[config.mk]
export PLATFORM = sky130hd
export DESIGN_NAME = filt_ppd_mac
export DESIGN_NICKNAME = d
export VERILOG_FILES = /design/src/rtl/filt_ppd_mac.sv
export SDC_FILE = /design/constraint.sdc
export NUM_CORES = 1
export LEC_CHECK = 0
export ABC_AREA = 1
export ABC_CLOCK_PERIOD_IN_PS = 3400
export CORE_ASPECT_RATIO = 1.4
export CORE_UTILIZATION = 50
export CTS_CLUSTER_SIZE = 20
export DETAILED_ROUTE_END_ITERATION = 12
export PLACE_DENSITY = 0.69
export SYNTH_ARGS = -nofsm -noshare
export SYNTH_HDL_FRONTEND = slang
export SYNTH_SLANG_ARGS = --single-unit
[constraint.sdc]
create_clock -name i_clk -period 3.4 [get_ports i_clk]
set_clock_uncertainty 0.05 [all_clocks]
set_input_delay 1.02 -clock i_clk [delete_from_list [all_inputs] [get_ports i_clk]]
set_output_delay 1.02 -clock i_clk [all_outputs]
set_load 0.1 [all_outputs]
[src/rtl/filt_ppd_mac.sv]
// Polyphase decimation FIR filter (decimate by M, L taps).
// Each accepted sample is multiplied by its phase bank of L/M coefficients and
// summed into L/M partial accumulators. Partial q holds the part of the output
// that lies q decimated periods ahead. When a period closes, partial 0 is dumped
// to the output and the partials shift down by one period.
// Pipeline: products registered at acceptance edge E, accumulate/dump at E+1,
// output register at E+2.
module filt_ppd_mac #(
    parameter int gp_idata_width       = 16,
    parameter int gp_decimation_factor = 4,
    parameter int gp_coeff_length      = 16,
    parameter int gp_coeff_width       = 16,
    parameter logic [gp_coeff_length*gp_coeff_width-1:0] gp_coeffs =
        {gp_coeff_length{{{(gp_coeff_width-1){1'b0}}, 1'b1}}},
    parameter int gp_comm_phase        = 0,
    parameter int gp_odata_width       = gp_idata_width + gp_coeff_width + $clog2(gp_coeff_length)
) (
    input  logic                              i_clk,
    input  logic                              i_rst_an,
    input  logic                              i_ena,
    input  logic                              i_clr,
    input  logic                              i_valid,
    input  logic signed [gp_idata_width-1:0]  i_data,
    output logic signed [gp_odata_width-1:0]  o_data,
    output logic                              o_valid
);

    localparam int M    = gp_decimation_factor;
    localparam int L    = gp_coeff_length;
    localparam int K    = L / M;
    localparam int CW   = gp_coeff_width;
    localparam int PW   = gp_idata_width + gp_coeff_width;
    localparam int OW   = gp_odata_width;
    localparam int PH_W = $clog2(M);

    localparam logic [PH_W-1:0] PH_LAST = PH_W'(M - 1);
    localparam logic [PH_W-1:0] PH_INIT = PH_W'(gp_comm_phase);

    // Phase counter and the decode of "this sample closes a decimated period".
    logic [PH_W-1:0]         r_phase;
    logic                    w_last;

    // Coefficient bank selected by the current phase.
    logic signed [CW-1:0]    w_coef [K];

    // Stage A: products of the accepted sample with its bank.
    logic                    r_a_vld;
    logic                    r_a_last;
    logic signed [PW-1:0]    r_a_prod [K];

    // Stage B: partial sums and the dumped filter result.
    logic signed [OW-1:0]    r_acc [K];
    logic signed [OW-1:0]    r_y;
    logic                    r_y_vld;

    // Stage C: output register.
    logic signed [OW-1:0]    r_odata;
    logic                    r_ovalid;

    assign w_last = (r_phase == PH_LAST);

    // Select h[k + q*M] for every partial q, where k = M-1-phase is the distance
    // from this sample to the end of its decimated period.
    always_comb begin
        for (int q = 0; q < K; q++) begin
            // NOTE: every combinational output gets a default before any
            // conditional assignment, otherwise a latch is inferred.
            w_coef[q] = '0;
            for (int k = 0; k < M; k++) begin
                if (r_phase == PH_W'(M - 1 - k)) begin
                    w_coef[q] = gp_coeffs[(k + q*M)*CW +: CW];
                end
            end
        end
    end

    // Stage A: accept a sample, advance the phase and register its products.
    always_ff @(posedge i_clk or negedge i_rst_an) begin
        if (!i_rst_an) begin
            r_phase  <= PH_INIT;
            r_a_vld  <= 1'b0;
            r_a_last <= 1'b0;
            // NOTE: the product and partial-sum arrays are datapath state that
            // must start from zero (unseen samples count as 0), so they are reset
            // like any control register rather than left as uninitialised storage.
            for (int q = 0; q < K; q++) begin
                r_a_prod[q] <= '0;
            end
        end else if (i_ena) begin
            if (i_clr) begin
                r_phase  <= PH_INIT;
                r_a_vld  <= 1'b0;
                r_a_last <= 1'b0;
                for (int q = 0; q < K; q++) begin
                    r_a_prod[q] <= '0;
                end
            end else begin
                // NOTE: non-blocking assignments keep every stage reading the
                // pre-edge value of the previous stage, which is what a register
                // pipeline means.
                r_a_vld  <= i_valid;
                r_a_last <= i_valid & w_last;
                if (i_valid) begin
                    r_phase <= w_last ? '0 : r_phase + PH_W'(1);
                    for (int q = 0; q < K; q++) begin
                        r_a_prod[q] <= PW'(i_data) * PW'(w_coef[q]);
                    end
                end
            end
        end
    end

    // Stage B: add products into the partials; on a period end dump partial 0
    // and shift the remaining partials one period closer.
    always_ff @(posedge i_clk or negedge i_rst_an) begin
        if (!i_rst_an) begin
            r_y     <= '0;
            r_y_vld <= 1'b0;
            for (int q = 0; q < K; q++) begin
                r_acc[q] <= '0;
            end
        end else if (i_ena) begin
            if (i_clr) begin
                r_y     <= '0;
                r_y_vld <= 1'b0;
                for (int q = 0; q < K; q++) begin
                    r_acc[q] <= '0;
                end
            end else begin
                r_y_vld <= r_a_vld & r_a_last;
                if (r_a_vld) begin
                    if (r_a_last) begin
                        r_y <= r_acc[0] + OW'(r_a_prod[0]);
                        for (int q = 0; q < K - 1; q++) begin
                            r_acc[q] <= r_acc[q+1] + OW'(r_a_prod[q+1]);
                        end
                        r_acc[K-1] <= '0;
                    end else begin
                        for (int q = 0; q < K; q++) begin
                            r_acc[q] <= r_acc[q] + OW'(r_a_prod[q]);
                        end
                    end
                end
            end
        end
    end

    // Stage C: output register; data holds between strobes.
    always_ff @(posedge i_clk or negedge i_rst_an) begin
        if (!i_rst_an) begin
            r_odata  <= '0;
            r_ovalid <= 1'b0;
        end else if (i_ena) begin
            if (i_clr) begin
                r_odata  <= '0;
                r_ovalid <= 1'b0;
            end else begin
                r_ovalid <= r_y_vld;
                if (r_y_vld) begin
                    r_odata <= r_y;
                end
            end
        end
    end

    // A strobe caught by a stall stays pending in r_ovalid and is shown once
    // the block is enabled again.
    assign o_data  = r_odata;
    assign o_valid = r_ovalid & i_ena;

endmodule
==> impl_metrics.env, run 1 <==
export IMPL_p_comb_frac=0.174
export IMPL_root_buffer="clkbuf_16"
export IMPL_ir_drop_mv=0.413
export IMPL_post_synth_and_or_nand_nor_area_fraction=0.364
export IMPL_synth_top_family_by_area="simple AND/OR/NAND/NOR gates"
export IMPL_cellLeakagePower_nw=12.0
export IMPL_cp_arrival_ns=3.52
export IMPL_synth_top_cell_area_share=0.303
export IMPL_clk_pin_slew_ns=0.07
export IMPL_r2r_end="r_acc[16]"
export IMPL_avgSynthCellArea_um2=6.39
export IMPL_pre_cts_ws_ns=0.385
export IMPL_synth_xor_area_frac=0.0299
export IMPL_r2r_start="r_a_prod[96]"
export IMPL_grtUsageTotal=0.337
export IMPL_dp_cells=3622
export IMPL_worst_pin_slew_ns=0.836
export IMPL_seq_area_frac_synth=0.303
export IMPL_port_buffers=57
export IMPL_synth_seq_cells=238
export IMPL_synth_top_area_cell="dfrtp_1"
export IMPL_critical_path_max_stage_delay_ns=0.45
export IMPL_cp_top_family="simple AND/OR/NAND/NOR gates"
export IMPL_p_int_mw=5.15
export IMPL_routed_wirelength_um=66400
export IMPL_fin_total_pwr_mw=7.35
export IMPL_slowest_stage="dfrtp_1"
export IMPL_grt_pass1_wl_um=104000
export IMPL_synthCells=3074
export IMPL_fmaxAchievable_mhz=327
export IMPL_path_buf_inv=2
export IMPL_fp_dieH_um=237
export IMPL_drtIter0Drc=1325
export IMPL_final_hold_violation_count=0
export IMPL_post_route_min_period_ns=3.06
export IMPL_final_common_cell="nand2_1"
export IMPL_ctsLongestPathBuffers=3
export IMPL_grt_pass1_vias=20100
export IMPL_layoutNonFillerInstCount=3668
export IMPL_clk_latency_ns=0.58
export IMPL_drcViolationCount=0
export IMPL_via_per_inst=5.45
export IMPL_clock_sink_count=238
export IMPL_post_dp_hpwl_um=53500
export IMPL_drv_slew=0
export IMPL_status="completed"
export IMPL_crit_required_ns=3.86
export IMPL_routed_via_count=20000
export IMPL_antenna_found_initial=0
export IMPL_synth_area_leaders="dfrtp_1 30%, nand2_1 21%, inv_1 9.2%"
export IMPL_yosysUniqueCellTypes=37
export IMPL_synth_main_ff_cell="dfrtp_1"
export IMPL_area_delta_synth_final_pct=10.8
export IMPL_design_area_um2=21800
export IMPL_start_util=0.509
export IMPL_ioPinCount=58
export IMPL_synthAdderAreaFrac=0.0945
export IMPL_min_path_type="primary input to async pin"
export IMPL_critPathCaptureType="flop"
export IMPL_max_slew_margin=0.440
export IMPL_fin_setup_tns_ns=0
export IMPL_cpMostUsedCell="nand2_1"
export IMPL_switchingPower_mw=2.20
export IMPL_synth_edf_count=0
export IMPL_rsz0062_at_grt="false"
export IMPL_core_area_um2=38600
export IMPL_clkPwrFrac=0.412
export IMPL_synth_compound_area_frac=0.0999
export IMPL_cts_resized=0
export IMPL_grt_overflow_total=0
export IMPL_setup_slack_ns=0.341
export IMPL_grt_start_max_net_pins=69
export IMPL_netlist_area_um2=19600
export IMPL_critical_path_startpoint="r_a_prod[96]"
export IMPL_die_area_um2=40100
export IMPL_path_cells="ha_1 -> inv_1 -> fa_1 -> inv_1 -> nand3_1 -> nand3_1 -> nand2_1 -> nand2_1 -> nand2_1 -> nand2_1 -> xor2_1 -> nand2_1 -> nand2_1"
export IMPL_n_antenna_cell=0
export IMPL_ctsHoldBuffers=0
export IMPL_cts_tree="done"
export IMPL_power_density_nw_per_um2=338
export IMPL_syn_num_nets=3241
export IMPL_finalSetupViolCount=0
export IMPL_swShare=0.300
export IMPL_wl_per_cell_um=18.1
export IMPL_rows=85
export IMPL_critPathKind="flop to flop"
export IMPL_place_area_um2=20900
export IMPL_layout_drive_gt1_share=0.0432
export IMPL_yosys_warnings=0
export IMPL_cp_start_kind="flop"
export IMPL_timing_final_crit_share=0.900
export IMPL_drt_pre_antenna_iters=5
export IMPL_cts_setup_buffers=0
export IMPL_cp_max_fo=5
export IMPL_reg2reg_slack_ns=0.34
export IMPL_synth_async_reset_ratio=1.00
export IMPL_layout_common_cells="1079 x nand2_1, 479 x inv_1, 358 x nand3_1, 237 x dfrtp_1, 211 x nor2_1"
export IMPL_r2r_cells=13
export IMPL_final_nets=3295
export IMPL_die_width_um=170
export IMPL_ant_nets=0
export IMPL_numCtsBuffers=26
export IMPL_power_frac_seq=0.414
export IMPL_drv_cap=0
export IMPL_gp_congestion=1.02
export IMPL_muxShareOfSynthArea=0
export IMPL_h_tree_depth=1
-- cell usage after synthesis (3+ instances only) --
master / n
o221ai_1: 19
xnor2_1: 27
nor4_1: 5
o21bai_1: 21
and2_1: 4
nand4_1: 13
o211ai_1: 13
o22ai_1: 40
or2_2: 8
nand3b_1: 19
o21ai_0: 108
o21ai_1: 4
nand3_1: 358
clkbuf_1: 32
inv_1: 479
dfrtp_1: 238
nor2_4: 3
a21oi_1: 134
fa_1: 4
ha_1: 142
nor3_1: 25
buf_4: 11
xor2_1: 40
buf_2: 17
nor2_1: 211
nand2_1: 1079
inv_2: 5
-- cells by family after synthesis --
family	Yosys count
AND/OR/NAND/NOR	1729
adder cells (fa/ha/maj)	146
buffers and inverters	547
XOR/XNOR	67
flip-flops	238
AO/OA/AOI/OAI	347
-- stage by stage --
stage | hold WS (ns) | util
global placement | 0.417 | 0.540
CTS | 0.373 | 0.564
floorplan | 0.400 | -
finish | 0.353 | 0.564
detailed placement | 0.420 | 0.540
global route | 0.378 | 0.564
-- layer usage --
| metal | GRT usage | routed length (um) | vias up |
|---|---|---|---|
| met1 | 0.357 | 24900 | 9337 |
| li1 | - | - | 9935 |
| met2 | 0.622 | 34100 | 500 |
| met3 | 0.0287 | 2320 | 212 |
| met4 | 0.235 | 5120 | 0 |
| met5 | 0 | 0 | - |
-- worst max-delay path by stage --
stage | to | cells after the start
after floorplan | r_acc[52] | 11
after global placement | o_valid | 4
after detailed placement | o_valid | 4
after CTS | o_valid | 4
after global routing | r_acc[16] | 13
final | r_acc[16] | 13
-- registers in the layout, summed over array words and instances, names as in the netlist --
| name | flops |
|---|---|
| o_data | 36 |
| r_a_last | 1 |
| r_a_vld | 1 |
| r_y_vld | 1 |
| r_a_prod | 16 |
| r_ovalid | 1 |
| r_phase | 2 |
| r_acc | 144 |
| r_y | 36 |
-- power by group through the flow --
stage	Combinational [mW]	Clock (mW)	Sequential, mW
after floorplan	0.838	0	3.06
after global placement	1.24	0	3.08
after detailed placement	1.26	0	3.09
after CTS	1.27	3.09	3.04
after global routing	1.41	3.19	3.05
final	1.28	3.03	3.04
-- final cells by class --
class                      instances  area, um^2
clock buffer                      32         713
clock inverter                    14         190
fill                            3932       16800
inverter                         484        1820
multi-input combinational       2289       11600
sequential                       238        5960
tap                              522         653
timing repair buffer              89         873
Note: power is estimated with default switching activity, not from simulation.
==> run 2: changes to the inputs <==
--- a/config.mk
+++ b/config.mk
@@ -11,7 +11,8 @@
 export CORE_UTILIZATION = 50
 export CTS_CLUSTER_SIZE = 20
 export DETAILED_ROUTE_END_ITERATION = 12
-export PLACE_DENSITY = 0.69
+export PLACE_DENSITY = 0.79
+export REMOVE_ABC_BUFFERS = 1
 export SYNTH_ARGS = -nofsm -noshare
 export SYNTH_HDL_FRONTEND = slang
 export SYNTH_SLANG_ARGS = --single-unit
==> impl_metrics.env, run 2 (synthesized netlist as in run 1, its figures left out) <==
export IMPL_cp_start_kind="flop"
export IMPL_cts_resized=0
export IMPL_area_delta_synth_final_pct=10.9
export IMPL_max_slew_margin=0.456
export IMPL_drv_cap=0
export IMPL_final_common_cell="nand2_1"
export IMPL_port_buffers=57
export IMPL_final_hold_violation_count=0
export IMPL_cp_max_fo=5
export IMPL_die_area_um2=40100
export IMPL_routed_wirelength_um=66800
export IMPL_ioPinCount=58
export IMPL_power_density_nw_per_um2=342
export IMPL_final_util=0.564
export IMPL_grt_overflow_total=0
export IMPL_timing_final_crit_share=0.923
export IMPL_ctsLongestPathBuffers=3
export IMPL_clk_pin_slew_ns=0.07
export IMPL_n_antenna_cell=0
export IMPL_drv_slew=0
export IMPL_drt_pre_antenna_iters=6
export IMPL_antenna_found_initial=0
export IMPL_slowest_stage="dfrtp_1"
export IMPL_gp_congestion=0.984
export IMPL_crit_required_ns=3.87
export IMPL_fmaxAchievable_mhz=318
export IMPL_numCtsBuffers=27
export IMPL_root_buffer="clkbuf_16"
export IMPL_ctsHoldBuffers=0
export IMPL_routed_via_count=20100
export IMPL_clock_sink_count=238
export IMPL_fp_dieH_um=237
export IMPL_start_util=0.509
export IMPL_drcViolationCount=0
export IMPL_largest_register="r_acc"
export IMPL_fin_total_pwr_mw=7.44
export IMPL_h_tree_depth=1
export IMPL_ir_drop_mv=0.355
export IMPL_r2r_cells=13
export IMPL_wl_per_cell_um=18.2
export IMPL_cts_tree="done"
export IMPL_die_width_um=170
export IMPL_core_area_um2=38600
export IMPL_cp_arrival_ns=3.61
export IMPL_grtUsageTotal=0.340
export IMPL_layout_common_cells="1079 x nand2_1, 479 x inv_1, 358 x nand3_1, 237 x dfrtp_1, 211 x nor2_1"
export IMPL_r2r_end="r_acc[52]"
export IMPL_cellLeakagePower_nw=12.0
export IMPL_critPathKind="flop to flop"
export IMPL_layout_drive_gt1_share=0.0426
export IMPL_path_cells="ha_1 -> inv_1 -> fa_1 -> inv_1 -> nand3_1 -> nand3_1 -> nand2_1 -> nand2_1 -> nand2_1 -> nand2_1 -> xor2_1 -> nand2_1 -> nand3_1"
export IMPL_grt_pass1_vias=20100
export IMPL_status="completed"
export IMPL_drtIter0Drc=1470
export IMPL_fin_setup_tns_ns=0
export IMPL_cp_top_family="simple AND/OR/NAND/NOR gates"
export IMPL_post_route_min_period_ns=3.14
export IMPL_path_buf_inv=2
export IMPL_critPathCaptureType="flop"
export IMPL_ant_nets=0
export IMPL_post_dp_hpwl_um=53500
export IMPL_via_per_inst=5.49
export IMPL_reg2reg_slack_ns=0.26
export IMPL_clk_latency_ns=0.58
export IMPL_min_path_type="primary input to async pin"
export IMPL_critical_path_max_stage_delay_ns=0.48
export IMPL_grt_pass1_wl_um=105000
export IMPL_final_nets=3293
export IMPL_rsz0062_at_grt="false"
export IMPL_worst_pin_slew_ns=0.813
export IMPL_finalSetupViolCount=0
export IMPL_cpMostUsedCell="nand2_1"
export IMPL_grt_start_max_net_pins=71
export IMPL_cts_setup_buffers=0
export IMPL_largest_reg_flops=144
export IMPL_r2r_start="r_a_prod[96]"
export IMPL_hold_ws_ns=0.319
export IMPL_rows=85
[run 2: cell count changes in the layout (fill, tap and decap cells not counted), sizes merged]
cell	change
clkbuf	+1
buf	-3
inv	+1
clkinvlp	+1
clkinv	-1
[run 2: final cells by class]
class,instances,area [um^2]
clock buffers,33,728
repair buffers,86,851
clock inverters,15,208
flip-flops and latches,238,5960
inverters,484,1820
well taps,522,653
fillers,3837,16800
multi-input cells,2289,11600
[run 2: worst max-delay path by stage]
stage / startpoint / endpoint / slack (ns) / cells after the start
after floorplan: i_ena / r_acc[115] / -0.27 / 6
after global placement: r_a_prod[126] / r_acc[63] / 0.32 / 10
after detailed placement: r_a_prod[126] / r_acc[63] / 0.33 / 10
after CTS: r_a_prod[126] / r_acc[63] / 0.33 / 10
after global routing: r_a_prod[96] / r_acc[52] / 0.20 / 13
final: r_a_prod[96] / r_acc[52] / 0.26 / 13
[run 2: through the flow]
step | setup slack (ns) | area [um^2] | cells
finish | 0.260 | 21800 | 3667
global route | 0.199 | 21800 | 3667
CTS | 0.328 | 21800 | 3667
detailed placement | 0.330 | 20800 | 3619
global placement | 0.322 | 20800 | 3619
floorplan | -0.270 | 19300 | 3011
[run 2: per-layer routing]
| metal | up-vias | GRT usage | part of all wire |
|---|---|---|---|
| met5 | - | 0 | 0 |
| met4 | 0 | 0.265 | 0.088 |
| met3 | 270 | 0.0304 | 0.042 |
| met2 | 666 | 0.616 | 0.50 |
| met1 | 9235 | 0.359 | 0.37 |
| li1 | 9952 | - | - |
[run 2: power by group]
group	switching [mW]	internal, mW
Clock	1.28	1.84
Sequential	0.116	2.94
Combinational	0.851	0.422
Total	2.24	5.20
[run 2: worst register-to-register path: stages (launching register included)]
cell and delay [ns]:
dfrtp_1 0.48, ha_1 0.37, inv_1 0.10, fa_1 0.43, inv_1 0.20, nand3_1 0.10
nand3_1 0.15, nand2_1 0.07, nand2_1 0.20, nand2_1 0.08, nand2_1 0.15, xor2_1 0.40
nand2_1 0.20, nand3_1 0.11
==> run 3: changes to the inputs <==
==> constraint.sdc (replaced) <==
create_clock -name i_clk -period 3.4 [get_ports i_clk]
set_clock_uncertainty 0.05 [all_clocks]
set_input_delay 1.02 -clock i_clk [delete_from_list [all_inputs] [get_ports i_clk]]
set_output_delay 1.02 -clock i_clk [all_outputs]
set_load 0.02 [all_outputs]
==> impl_metrics.env, run 3 (synthesized netlist as in run 1, its figures left out) <==
export IMPL_status="completed"
export IMPL_dp_cells=3619
export IMPL_ctsLongestPathBuffers=3
export IMPL_fmaxAchievable_mhz=306
export IMPL_final_nets=3292
export IMPL_rows=85
export IMPL_routed_via_count=20000
export IMPL_cts_tree="done"
export IMPL_grtUsageTotal=0.316
export IMPL_clk_pin_slew_ns=0.06
export IMPL_critPathCaptureType="primary output"
export IMPL_ir_drop_mv=0.378
export IMPL_final_common_cell="nand2_1"
export IMPL_gp_congestion=0.999
export IMPL_rsz0062_at_grt="false"
export IMPL_grt_overflow_total=0
export IMPL_critical_path_max_stage_delay_ns=0.59
export IMPL_max_slew_margin=0.423
export IMPL_path_buf_inv=3
export IMPL_numCtsBuffers=26
export IMPL_power_frac_seq=0.417
export IMPL_path_cells="clkdlybuf4s50_1 -> nand2_1 -> inv_1 -> clkdlybuf4s50_1"
export IMPL_drv_cap=0
export IMPL_drtIter0Drc=1402
export IMPL_layout_common_cells="1079 x nand2_1, 479 x inv_1, 358 x nand3_1, 237 x dfrtp_1, 211 x nor2_1"
export IMPL_power_density_nw_per_um2=336
export IMPL_final_util=0.565
export IMPL_finalSetupViolCount=0
export IMPL_clkPwrFrac=0.414
export IMPL_die_area_um2=40100
export IMPL_final_hold_violation_count=0
export IMPL_post_route_min_period_ns=3.27
export IMPL_design_area_um2=21800
export IMPL_reg2reg_slack_ns=0.35
export IMPL_swShare=0.304
export IMPL_wl_per_cell_um=17.0
export IMPL_layoutNonFillerInstCount=3667
export IMPL_ant_nets=0
export IMPL_timing_final_crit_share=0.961
export IMPL_post_dp_hpwl_um=49700
export IMPL_grt_start_max_net_pins=68
export IMPL_start_util=0.509
export IMPL_largest_register="r_acc"
export IMPL_cellLeakagePower_nw=11.9
export IMPL_cpMostUsedCell="clkdlybuf4s50_1"
export IMPL_worst_pin_slew_ns=0.863
export IMPL_antenna_found_initial=0
export IMPL_grt_pass1_wl_um=100000
export IMPL_critPathKind="primary input to primary output"
export IMPL_layout_drive_gt1_share=0.0315
export IMPL_n_antenna_cell=0
export IMPL_drcViolationCount=0
export IMPL_drt_pre_antenna_iters=8
export IMPL_cts_resized=0
export IMPL_cp_start_kind="primary input"
export IMPL_port_buffers=57
export IMPL_cp_arrival_ns=2.20
export IMPL_via_per_inst=5.46
export IMPL_root_buffer="clkbuf_16"
export IMPL_h_tree_depth=1
export IMPL_drv_slew=0
export IMPL_cp_top_family="buffers and inverters"
export IMPL_cp_max_fo=2
export IMPL_place_area_um2=20900
export IMPL_core_area_um2=38600
export IMPL_p_comb_frac=0.169
export IMPL_grt_pass1_vias=20100
export IMPL_clk_latency_ns=0.58
export IMPL_ctsHoldBuffers=0
export IMPL_fp_dieH_um=237
export IMPL_cts_setup_buffers=0
export IMPL_die_width_um=170
export IMPL_largest_reg_flops=144
export IMPL_p_int_mw=5.09
export IMPL_routed_wirelength_um=62200
export IMPL_switchingPower_mw=2.23
export IMPL_ioPinCount=58
export IMPL_min_path_type="primary input to async pin"
export IMPL_area_delta_synth_final_pct=11.1
export IMPL_crit_required_ns=2.33
export IMPL_clock_sink_count=238
export IMPL_slowest_stage="clkdlybuf4s50_1"
==> run 3: per-layer routing <==
| layer | share of wire | wire (um) | GRT usage |
|---|---|---|---|
| met5 | 0 | 0 | 0 |
| met4 | 0.076 | 4740 | 0.218 |
| met3 | 0.047 | 2930 | 0.0349 |
| met2 | 0.50 | 31300 | 0.576 |
| met1 | 0.37 | 23200 | 0.337 |
==> run 3: worst register-to-register path, stage by stage (launching register included) <==
cell	delay, ns
dfrtp_4	0.72
ha_1	0.60
nand2_1	0.15
nor2_1	0.24
nand3_1	0.20
nor2_1	0.21
nand3_1	0.25
nand3_1	0.18
nand2_1	0.10
nand3_1	0.12
nand3_1	0.09
==> run 3: path summary, 6_finish.rpt <==
check                                    from        end  cells past startpoint
worst min-delay path                 i_rst_an   r_acc[5]                      1
worst max-delay path                    i_ena    o_valid                      4
max in group asynchronous            i_rst_an  r_acc[67]                      2
worst min register to register      r_acc[30]  r_acc[30]                      2
min in group i_clk                  r_acc[30]  r_acc[30]                      2
worst max register to register  r_a_prod[126]  r_acc[69]                     10
==> run 3: power by group through the flow <==
stage,Sequential [mW],Clock (mW),Combinational (mW)
after floorplan,3.06,0,0.815
after global placement,3.10,0,1.19
after detailed placement,3.10,0,1.22
after CTS,3.05,3.08,1.22
after global routing,3.06,3.18,1.38
final,3.06,3.03,1.24
==> run 3: area by class of cell <==
cell class / instances / area [um^2]
well taps: 522 / 653
clock inverters: 17 / 211
inverters: 484 / 1820
multi-input cells: 2289 / 11600
fillers: 3791 / 16800
clock buffers: 31 / 709
repair buffers: 86 / 906
flip-flops and latches: 238 / 5960
==> run 3: metrics by stage <==
stage	total power, mW	hold WS (ns)	TNS (ns)	setup slack [ns]
global placement	4.28	0.416	0	0.0852
finish	7.32	0.316	0	0.132
CTS	7.35	0.344	0	0.127
floorplan	3.88	0.400	-13.60	-0.270
detailed placement	4.32	0.423	0	0.137
global route	7.62	0.356	0	0.114
